--- config.mk ---
export PLATFORM = sky130hd
export DESIGN_NAME = rv2t_mem_arbiter
export DESIGN_NICKNAME = d
export VERILOG_FILES = /design/src/rtl/rv2t_mem_arbiter.sv
export SDC_FILE = /design/constraint.sdc
export NUM_CORES = 1
export LEC_CHECK = 0
export ABC_AREA = 1
export CORE_ASPECT_RATIO = 1.2
export CORE_MARGIN = 2
export CORE_UTILIZATION = 30
export DETAILED_ROUTE_END_ITERATION = 8
export GPL_TIMING_DRIVEN = 0
export PLACE_DENSITY_LB_ADDON = 0.05
export SLEW_MARGIN = 20
export SYNTH_ARGS = -nofsm -noshare
export SYNTH_HDL_FRONTEND = slang
export SYNTH_SLANG_ARGS = --single-unit
--- constraint.sdc ---
create_clock -name clk -period 2 [get_ports clk]
set_clock_uncertainty 0.15 [all_clocks]
set_input_delay 0.4 -clock clk [delete_from_list [all_inputs] [get_ports clk]]
set_output_delay 0.4 -clock clk [all_outputs]
set_load 0.05 [all_outputs]
--- src/rtl/rv2t_mem_arbiter.sv ---
// rv2t_mem_arbiter
// Shares the RV2T single memory port between instruction fetch (read-only)
// and load/store (read/write). Request pulses are captured into per-port
// pending slots, granted one at a time (round-robin on ties) and run against
// the memory enable/ack handshake. A watchdog aborts transactions whose ack
// never arrives.
module rv2t_mem_arbiter #(
    parameter int ADDR_WIDTH     = 32,
    parameter int DATA_WIDTH     = 32,
    parameter int TIMEOUT_CYCLES = 255
) (
    input  logic                    clk,
    input  logic                    reset_n,
    input  logic                    sync_reset,
    input  logic                    fetch_read_enable,
    input  logic [ADDR_WIDTH-1:0]   fetch_read_addr,
    output logic                    fetch_read_done,
    output logic [DATA_WIDTH-1:0]   fetch_read_data,
    input  logic                    data_read_enable,
    input  logic                    data_write_enable,
    input  logic [ADDR_WIDTH-1:0]   data_addr,
    input  logic [DATA_WIDTH-1:0]   data_wdata,
    input  logic [DATA_WIDTH/8-1:0] data_byte_enable,
    output logic                    data_done,
    output logic [DATA_WIDTH-1:0]   data_rdata,
    output logic                    mem_enable,
    output logic                    mem_write,
    output logic [ADDR_WIDTH-1:0]   mem_addr,
    output logic [DATA_WIDTH-1:0]   mem_wdata,
    output logic [DATA_WIDTH/8-1:0] mem_byte_enable,
    input  logic                    mem_ack,
    input  logic [DATA_WIDTH-1:0]   mem_rdata,
    output logic                    mem_timeout
);

    localparam int BE_W = DATA_WIDTH / 8;
    // A zero timeout disables the watchdog; keep the counter one bit wide then.
    localparam int WD_W = (TIMEOUT_CYCLES > 0) ? $clog2(TIMEOUT_CYCLES + 1) : 1;
    localparam logic [WD_W-1:0] WD_MAX = WD_W'(TIMEOUT_CYCLES);
    localparam logic [WD_W-1:0] WD_ONE = WD_W'(1);
    localparam logic            WD_EN  = (TIMEOUT_CYCLES > 0) ? 1'b1 : 1'b0;

    localparam logic PORT_FETCH = 1'b0;
    localparam logic PORT_DATA  = 1'b1;

    typedef enum logic [0:0] {
        S_IDLE = 1'b0,
        S_BUSY = 1'b1
    } state_t;

    state_t            state_r;
    state_t            state_nxt_s;

    // Captured request slots
    logic                  fetch_pend_r;
    logic [ADDR_WIDTH-1:0] fetch_addr_r;
    logic                  data_pend_r;
    logic [ADDR_WIDTH-1:0] data_addr_r;
    logic [DATA_WIDTH-1:0] data_wdata_r;
    logic [BE_W-1:0]       data_be_r;
    logic                  data_write_r;

    // Transaction bookkeeping
    logic                  owner_r;
    logic                  owner_write_r;
    logic                  last_grant_r;
    logic [WD_W-1:0]       wd_r;

    // Registered outputs
    logic                  fetch_read_done_r;
    logic [DATA_WIDTH-1:0] fetch_read_data_r;
    logic                  data_done_r;
    logic [DATA_WIDTH-1:0] data_rdata_r;
    logic                  mem_enable_r;
    logic                  mem_write_r;
    logic [ADDR_WIDTH-1:0] mem_addr_r;
    logic [DATA_WIDTH-1:0] mem_wdata_r;
    logic [BE_W-1:0]       mem_be_r;
    logic                  mem_timeout_r;

    // Decode signals
    logic grant_s;
    logic grant_sel_s;
    logic ack_s;
    logic abort_s;
    logic wd_expire_s;
    logic fetch_accept_s;
    logic data_accept_s;

    assign wd_expire_s = WD_EN && (wd_r == WD_MAX);

    // A port is refused while its slot is full or its transaction is in flight.
    assign fetch_accept_s = fetch_read_enable && !fetch_pend_r &&
                            !((state_r == S_BUSY) && (owner_r == PORT_FETCH));
    assign data_accept_s  = (data_read_enable || data_write_enable) && !data_pend_r &&
                            !((state_r == S_BUSY) && (owner_r == PORT_DATA));

    // FSM state register
    always_ff @(posedge clk or negedge reset_n) begin
        if (!reset_n) begin
            state_r <= S_IDLE;
        end else if (sync_reset) begin
            state_r <= S_IDLE;
        end else begin
            state_r <= state_nxt_s;
        end
    end

    // FSM next-state decode
    always_comb begin
        state_nxt_s = state_r;
        case (state_r)
            S_IDLE: begin
                if (fetch_pend_r || data_pend_r) begin
                    state_nxt_s = S_BUSY;
                end else begin
                    state_nxt_s = S_IDLE;
                end
            end
            S_BUSY: begin
                if (mem_ack || wd_expire_s) begin
                    state_nxt_s = S_IDLE;
                end else begin
                    state_nxt_s = S_BUSY;
                end
            end
            default: state_nxt_s = S_IDLE;
        endcase
    end

    // FSM output decode: grant selection in idle, completion/abort in busy
    always_comb begin
        grant_s     = 1'b0;
        grant_sel_s = PORT_FETCH;
        ack_s       = 1'b0;
        abort_s     = 1'b0;
        case (state_r)
            S_IDLE: begin
                if (fetch_pend_r && data_pend_r) begin
                    grant_s     = 1'b1;
                    grant_sel_s = (last_grant_r == PORT_FETCH) ? PORT_DATA : PORT_FETCH;
                end else if (data_pend_r) begin
                    grant_s     = 1'b1;
                    grant_sel_s = PORT_DATA;
                end else if (fetch_pend_r) begin
                    grant_s     = 1'b1;
                    grant_sel_s = PORT_FETCH;
                end else begin
                    grant_s     = 1'b0;
                    grant_sel_s = PORT_FETCH;
                end
            end
            S_BUSY: begin
                // An ack in the final watchdog cycle wins over the abort.
                if (mem_ack) begin
                    ack_s = 1'b1;
                end else if (wd_expire_s) begin
                    abort_s = 1'b1;
                end else begin
                    ack_s   = 1'b0;
                    abort_s = 1'b0;
                end
            end
            default: begin
                grant_s = 1'b0;
            end
        endcase
    end

    // Fetch request slot: capture on accepted pulse, release on grant
    always_ff @(posedge clk or negedge reset_n) begin
        if (!reset_n) begin
            fetch_pend_r <= 1'b0;
            fetch_addr_r <= {ADDR_WIDTH{1'b0}};
        end else if (sync_reset) begin
            fetch_pend_r <= 1'b0;
            fetch_addr_r <= {ADDR_WIDTH{1'b0}};
        end else if (fetch_accept_s) begin
            fetch_pend_r <= 1'b1;
            fetch_addr_r <= fetch_read_addr;
        end else if (grant_s && (grant_sel_s == PORT_FETCH)) begin
            fetch_pend_r <= 1'b0;
        end
    end

    // Load/store request slot: write wins when both enables pulse together
    always_ff @(posedge clk or negedge reset_n) begin
        if (!reset_n) begin
            data_pend_r  <= 1'b0;
            data_addr_r  <= {ADDR_WIDTH{1'b0}};
            data_wdata_r <= {DATA_WIDTH{1'b0}};
            data_be_r    <= {BE_W{1'b0}};
            data_write_r <= 1'b0;
        end else if (sync_reset) begin
            data_pend_r  <= 1'b0;
            data_addr_r  <= {ADDR_WIDTH{1'b0}};
            data_wdata_r <= {DATA_WIDTH{1'b0}};
            data_be_r    <= {BE_W{1'b0}};
            data_write_r <= 1'b0;
        end else if (data_accept_s) begin
            data_pend_r  <= 1'b1;
            data_addr_r  <= data_addr;
            data_wdata_r <= data_wdata;
            data_be_r    <= data_byte_enable;
            data_write_r <= data_write_enable;
        end else if (grant_s && (grant_sel_s == PORT_DATA)) begin
            data_pend_r <= 1'b0;
        end
    end

    // Memory request outputs: one-cycle enable, fields held until next grant
    always_ff @(posedge clk or negedge reset_n) begin
        if (!reset_n) begin
            mem_enable_r  <= 1'b0;
            mem_write_r   <= 1'b0;
            mem_addr_r    <= {ADDR_WIDTH{1'b0}};
            mem_wdata_r   <= {DATA_WIDTH{1'b0}};
            mem_be_r      <= {BE_W{1'b0}};
            owner_r       <= PORT_FETCH;
            owner_write_r <= 1'b0;
        end else if (sync_reset) begin
            mem_enable_r  <= 1'b0;
            mem_write_r   <= 1'b0;
            mem_addr_r    <= {ADDR_WIDTH{1'b0}};
            mem_wdata_r   <= {DATA_WIDTH{1'b0}};
            mem_be_r      <= {BE_W{1'b0}};
            owner_r       <= PORT_FETCH;
            owner_write_r <= 1'b0;
        end else if (grant_s) begin
            mem_enable_r <= 1'b1;
            owner_r      <= grant_sel_s;
            if (grant_sel_s == PORT_DATA) begin
                mem_write_r   <= data_write_r;
                mem_addr_r    <= data_addr_r;
                mem_wdata_r   <= data_wdata_r;
                mem_be_r      <= data_be_r;
                owner_write_r <= data_write_r;
            end else begin
                mem_write_r   <= 1'b0;
                mem_addr_r    <= fetch_addr_r;
                mem_wdata_r   <= {DATA_WIDTH{1'b0}};
                mem_be_r      <= {BE_W{1'b0}};
                owner_write_r <= 1'b0;
            end
        end else begin
            mem_enable_r <= 1'b0;
        end
    end

    // Watchdog: cleared at issue, counts busy cycles and saturates
    always_ff @(posedge clk or negedge reset_n) begin
        if (!reset_n) begin
            wd_r <= {WD_W{1'b0}};
        end else if (sync_reset) begin
            wd_r <= {WD_W{1'b0}};
        end else if (grant_s) begin
            wd_r <= {WD_W{1'b0}};
        end else if ((state_r == S_BUSY) && (wd_r != WD_MAX)) begin
            wd_r <= wd_r + WD_ONE;
        end
    end

    // Completion: done pulses, returned data, abort flag and round-robin pointer
    always_ff @(posedge clk or negedge reset_n) begin
        if (!reset_n) begin
            fetch_read_done_r <= 1'b0;
            fetch_read_data_r <= {DATA_WIDTH{1'b0}};
            data_done_r       <= 1'b0;
            data_rdata_r      <= {DATA_WIDTH{1'b0}};
            mem_timeout_r     <= 1'b0;
            last_grant_r      <= PORT_FETCH;
        end else if (sync_reset) begin
            fetch_read_done_r <= 1'b0;
            fetch_read_data_r <= {DATA_WIDTH{1'b0}};
            data_done_r       <= 1'b0;
            data_rdata_r      <= {DATA_WIDTH{1'b0}};
            mem_timeout_r     <= 1'b0;
            last_grant_r      <= PORT_FETCH;
        end else begin
            fetch_read_done_r <= 1'b0;
            data_done_r       <= 1'b0;
            mem_timeout_r     <= abort_s;
            if (ack_s || abort_s) begin
                last_grant_r <= owner_r;
                if (owner_r == PORT_DATA) begin
                    data_done_r  <= 1'b1;
                    data_rdata_r <= (ack_s && !owner_write_r) ? mem_rdata : {DATA_WIDTH{1'b0}};
                end else begin
                    fetch_read_done_r <= 1'b1;
                    fetch_read_data_r <= ack_s ? mem_rdata : {DATA_WIDTH{1'b0}};
                end
            end
        end
    end

    assign fetch_read_done = fetch_read_done_r;
    assign fetch_read_data = fetch_read_data_r;
    assign data_done       = data_done_r;
    assign data_rdata      = data_rdata_r;
    assign mem_enable      = mem_enable_r;
    assign mem_write       = mem_write_r;
    assign mem_addr        = mem_addr_r;
    assign mem_wdata       = mem_wdata_r;
    assign mem_byte_enable = mem_be_r;
    assign mem_timeout     = mem_timeout_r;

endmodule

* Yosys cells after proc, flatten, opt, wreduce, memory -nomap -nowiden
Cells that the tools add are included.
** Storage, ports and cells
- Register bits :: 251
- Bits in latches :: 0
- Bits in writable memories :: 0
- ROM bits :: 0
- Bits of input ports :: 139
- Output and inout bits :: 137
- Logic and storage cells :: 127
- Memories kept :: 0
** Cells by class
- $add $sub $neg :: 1
- Multipliers :: 0
- Div/mod/pow operators :: 0
- Magnitude comparators :: 0
- Equal/unequal tests :: 3
- Shift operators :: 0
- Mux-type cells :: 69
- Bitwise operators :: 3
- Reduce and logical (&&, ||, !) cells :: 30
** Operators with widths (count)
- $mux W32 :: 20
- $mux W1 :: 40
- $mux W8 :: 3
- $mux W4 :: 5
- $logic_and A1 B1 Y1 :: 11
- $reduce_bool A2 Y1 :: 5
- $reduce_bool A3 Y1 :: 3
- $add A8 B1 Y8 const B :: 1
- $eq A8 B8 Y1 const B :: 1
- $ne A8 B8 Y1 const B :: 1
- $logic_not A1 Y1 :: 5
- $logic_or A1 B1 Y1 :: 4
- $reduce_and A2 Y1 :: 2
- $not A1 Y1 :: 3
- $ne A2 B2 Y1 const B :: 1
- $pmux W1 S2 :: 1

* Logic depth before layout (Yosys ltp)
- Depth in word-level cells :: 8
- Gate-level depth with buffers :: 9
- Depth with buffers taken out :: 9

* Worst setup path after synthesis
No wires, ideal clock.
- Path kind :: flip-flop to flip-flop
- From :: register wd_r[0]
- To :: register data_rdata_r[10], in the netlist data_rdata[10]
- Library setup time :: 119 ps
- Arrival time :: 1413 ps
- Data required time :: 1731 ps
- Setup slack :: 318 ps
- Cell stages (with the launch flop) :: 10
- Buffers on the path :: 1
- Period minus slack after synthesis :: 1682 ps
- Path through :: dfrtp_1 > ha_1 > inv_1 > nor2_2 > nand3_1 > nand3_4 > nand2_4 > buf_6 > nand2_1 > nand2_1
** Between the ends
- Cells in the longest elaborated chain, start to end :: 7
** Ends and longest elaborated chain
- from (decl) :: RTL line 67 : logic [WD_W-1:0] wd_r;
- from (signal assigned) :: RTL line 253 : wd_r <= {WD_W{1'b0}};
- from (signal assigned) :: RTL line 255 : wd_r <= {WD_W{1'b0}};
- from (signal assigned) :: RTL line 257 : wd_r <= {WD_W{1'b0}};
- $eq A8 B8 Y1 :: RTL line 90 : assign wd_expire_s = WD_EN && (wd_r == WD_MAX);
- $mux W1 :: RTL line 157 : end else if (wd_expire_s) begin
- $mux W1 :: RTL line 155 : if (mem_ack) begin
- $mux W1 :: RTL line 137 : case (state_r)
- $logic_or A1 B1 Y1 :: RTL line 283 : if (ack_s || abort_s) begin
- $reduce_bool A2 Y1 (no source line)
- $reduce_and A2 Y1 (no source line)
- to (signal assigned) :: RTL line 269 : data_rdata_r <= {DATA_WIDTH{1'b0}};
- to (signal assigned) :: RTL line 276 : data_rdata_r <= {DATA_WIDTH{1'b0}};
- to (signal assigned) :: RTL line 287 : data_rdata_r <= (ack_s && !owner_write_r) ? mem_rdata : {DATA_WIDTH{1'b0}};
- to (decl) :: RTL line 73 : logic [DATA_WIDTH-1:0] data_rdata_r;
Every way passes these cells.
A chain may end at the register's enable or synchronous reset.

* Final worst setup path
- From :: register fetch_read_data_r[16], in the netlist fetch_read_data[16]
- To :: output port fetch_read_data[16]
** RTL lines
- from (decl) :: RTL line 71 : logic [DATA_WIDTH-1:0] fetch_read_data_r;
- from (signal assigned) :: RTL line 267 : fetch_read_data_r <= {DATA_WIDTH{1'b0}};
- from (signal assigned) :: RTL line 274 : fetch_read_data_r <= {DATA_WIDTH{1'b0}};
- from (signal assigned) :: RTL line 290 : fetch_read_data_r <= ack_s ? mem_rdata : {DATA_WIDTH{1'b0}};
- to (decl) :: RTL line 18 : output logic [DATA_WIDTH-1:0] fetch_read_data,
No word-level cell between the ends.

==> run metrics <==
outcome=finished clean; nets@finish=1587; FILL cells=3510; initial antenna violation count=0; Worst Hold Class=in -> async; fin area=14500 µm²; Cell variety after synth=32; RSZ-0062 raised after global routing=no; Worst-Margin Slew=562.5 ps; # setup viols final=0; CP Max Fanout=2; CTS root buf=clkbuf_16; critical path data arrival time=1410 ps; Worst EP required=1450 ps; MaxCap Viol Count=0; worst stage delay on the critical path=500 ps; fin crit period=1962 ps; vias in the first global route=9003; Finished Core Util=0.4266; Synth Net Count=1271; Initial Util=0.3035; P_int=9.559 mW; clock latency at the later pin of the worst-skew pair=560 ps; crit path max-delay cell type=clkdlybuf4s15_1; share of post-route cells with drive strength above 1=0.1710; Die Span Y=207.1 µm; Switching Fraction=0.3336; floorplan die width=173.3 µm; Synth Warn #=0; n_diodes=0; dpl hpwl=23180 µm; Max IR drop VDD=0.5227 mV; sequential element share of the synthesized area=0.6091; largest net degree at the start of global routing=93; Flop pwr share=0.407; Rows=74; Ports=276; CTS tree=built; final worst-path cycle share=0.9812; TritonRoute pass-1 iters=5; GP Congestion=0.7620; clock share of power=0.353; Iteration-0 DRC Markers=398; average size of a mapped cell=9.118 µm²; crit path kind=reg -> out; Rel. slew slack=0.6250; CTS Buf Count=29; power share of the combinational group=0.240; critical path endpoint category=output pin; synth-to-layout area growth=40.57%; Setup crit start kind=flip-flop; Fin. Hold Viols=0; Design Power=14.34 mW; critical path's top delay family=buffers and inverters; area of the multi-input gates=3382 µm²; CTS sink cnt=251; Synth Cell Area=10310 µm²; Synth Register Bits=251; H-Tree Level Count=1; Psw=4.784 mW; Clock Path Buffers=3; sequential standard cell area=6281 µm²; Fin Setup TNS=0 ps; Total Wirelength=32130 µm; total gr overflow=0; pwr dens=989.4 nW/µm²; clk slew on worst S/H paths=60 ps; drt wl/cell=16.70 µm; via count=8682; core area=33980 µm²; LEAKAGE=7.021 nW; Total GRT Usage=0.1791; vias per inst=4.512; Post-Synthesis Cells=1131; Slew Limit Fails=0; WP buf/inv=1; Max Clk Rate=509.6 MHz; die area=35880 µm²; crit-path cells=clkdlybuf4s15_1; Routed Antenna Nets=0; placed inst area=13720 µm²; Port Buffers=275; first-pass GRT wire length=51140 µm; DRC viols=0
-- Yosys cell counts, drive strengths merged --
master  number  area share
inv         84       0.031
nor3b       14       0.010
nor3         3      0.0025
buf         47       0.028
clkbuf      24      0.0087
o31ai        1     0.00073
nor2        22      0.0092
o22ai        1     0.00061
ha           1      0.0012
a21oi        6      0.0029
dfrtp      251        0.61
o21ai      112       0.055
nand4       15      0.0091
nand3      123       0.061
o21bai       1     0.00073
o211ai      33       0.025
o21a         1     0.00073
nand2      391        0.14
a31oi        1     0.00061
-- stage by stage --
| step | setup WS (ps) | cells | hold slack (ps) |
|---|---|---|---|
| 2_1_floorplan | 318.1 | 1131 | -45.59 |
| 3_3_place_gp | -11150 | 1862 | 303.7 |
| 3_5_place_dp | -613.6 | 1865 | 192.0 |
| 4_1_cts | 0.06761 | 1918 | 186.2 |
| 5_1_grt | 0.008771 | 1924 | 208.1 |
| 6_report | 37.59 | 1924 | 190.6 |
-- power by group through the flow --
stage	logic [mW]	registers [mW]	clock network [mW]
2_1_floorplan	1.23	6.73	0
3_3_place_gp	3.56	5.94	0
3_5_place_dp	3.59	5.92	0
4_1_cts	3.53	5.84	5.22
5_1_grt	3.77	5.90	5.46
6_report	3.44	5.84	5.06
-- layout by cell type (no fill, tap or decap), types with 25 or more instances in the layout --
cell type and count:
inv_1 79, o211ai_1 32, dfrtp_1 251, clkdlybuf4s50_1 137
clkdlybuf4s15_2 56, nand2_1 386, o21ai_0 102, nand3_1 121
clkbuf_1 25, clkbuf_16 29, clkbuf_2 72, buf_2 31
-- worst paths after layout --
| path | from | end | slack (ps) | depth (start not counted) |
|---|---|---|---|---|
| max | fetch_read_data[16] | fetch_read_data[16] | 40 | 1 |
| min | reset_n | fetch_read_data[7] | 190 | 2 |
| max reg2reg | state_r | data_wdata_r[1] | 140 | 8 |
| min reg2reg | data_rdata[22] | data_rdata[22] | 320 | 2 |
| max in group asynchronous | reset_n | data_addr_r[4] | 370 | 4 |
| min in group clk | fetch_read_addr[13] | fetch_addr_r[13] | 210 | 3 |
-- per-layer routing --
| layer | global-route usage | wire [µm] |
|---|---|---|
| met2 | 0.3112 | 15720 |
| met1 | 0.2274 | 14070 |
| met5 | 0 | 0 |
| met3 | 0.03708 | 1777 |
| met4 | 0.04471 | 562 |
-- flip-flops by register name, summed over array words and instances, names as in the netlist --
name / cells
mem_wdata: 32
mem_byte_enable: 4
data_rdata: 32
mem_timeout: 1
fetch_read_done: 1
fetch_addr_r: 32
owner_r: 1
data_addr_r: 32
data_pend_r: 1
data_done: 1
data_write_r: 1
wd_r: 8
state_r: 1
mem_addr: 32
fetch_pend_r: 1
data_be_r: 4
fetch_read_data: 32
mem_write: 1
data_wdata_r: 32
last_grant_r: 1
mem_enable: 1
-- cell families (layout without fill, tap and decap cells) --
logic type,after synthesis,count (layout),synth area share
and+or+nand+nor,568,568,0.2367
AOI/OAI and AO/OA,156,156,0.08590
DFF,251,251,0.6091
adders and majority gates,1,1,0.001213
buffers and inverters,155,492,0.06709
-- final cells by class --
class                           count  area share
Sequential cell                   251      0.4333
Buffer                             71     0.02719
Multi-Input combinational cell    725      0.2333
Clock inverter                     10    0.005610
Inverter                           84     0.02175
Clock buffer                       42     0.05619
Tap cell                          456     0.03936
Timing Repair Buffer              285      0.1833
-- repair_timing --
item                                    in CTS  in global routing
gates resized for setup                    335                 88
endpoints found under the setup margin     260                215
hold endpoints to repair                    65                  0
hold buffers                                 1                  0
pin swaps                                    0                  2
buffers inserted                             0                  6
No activity file was read; power rests on OpenSTA's default activity.
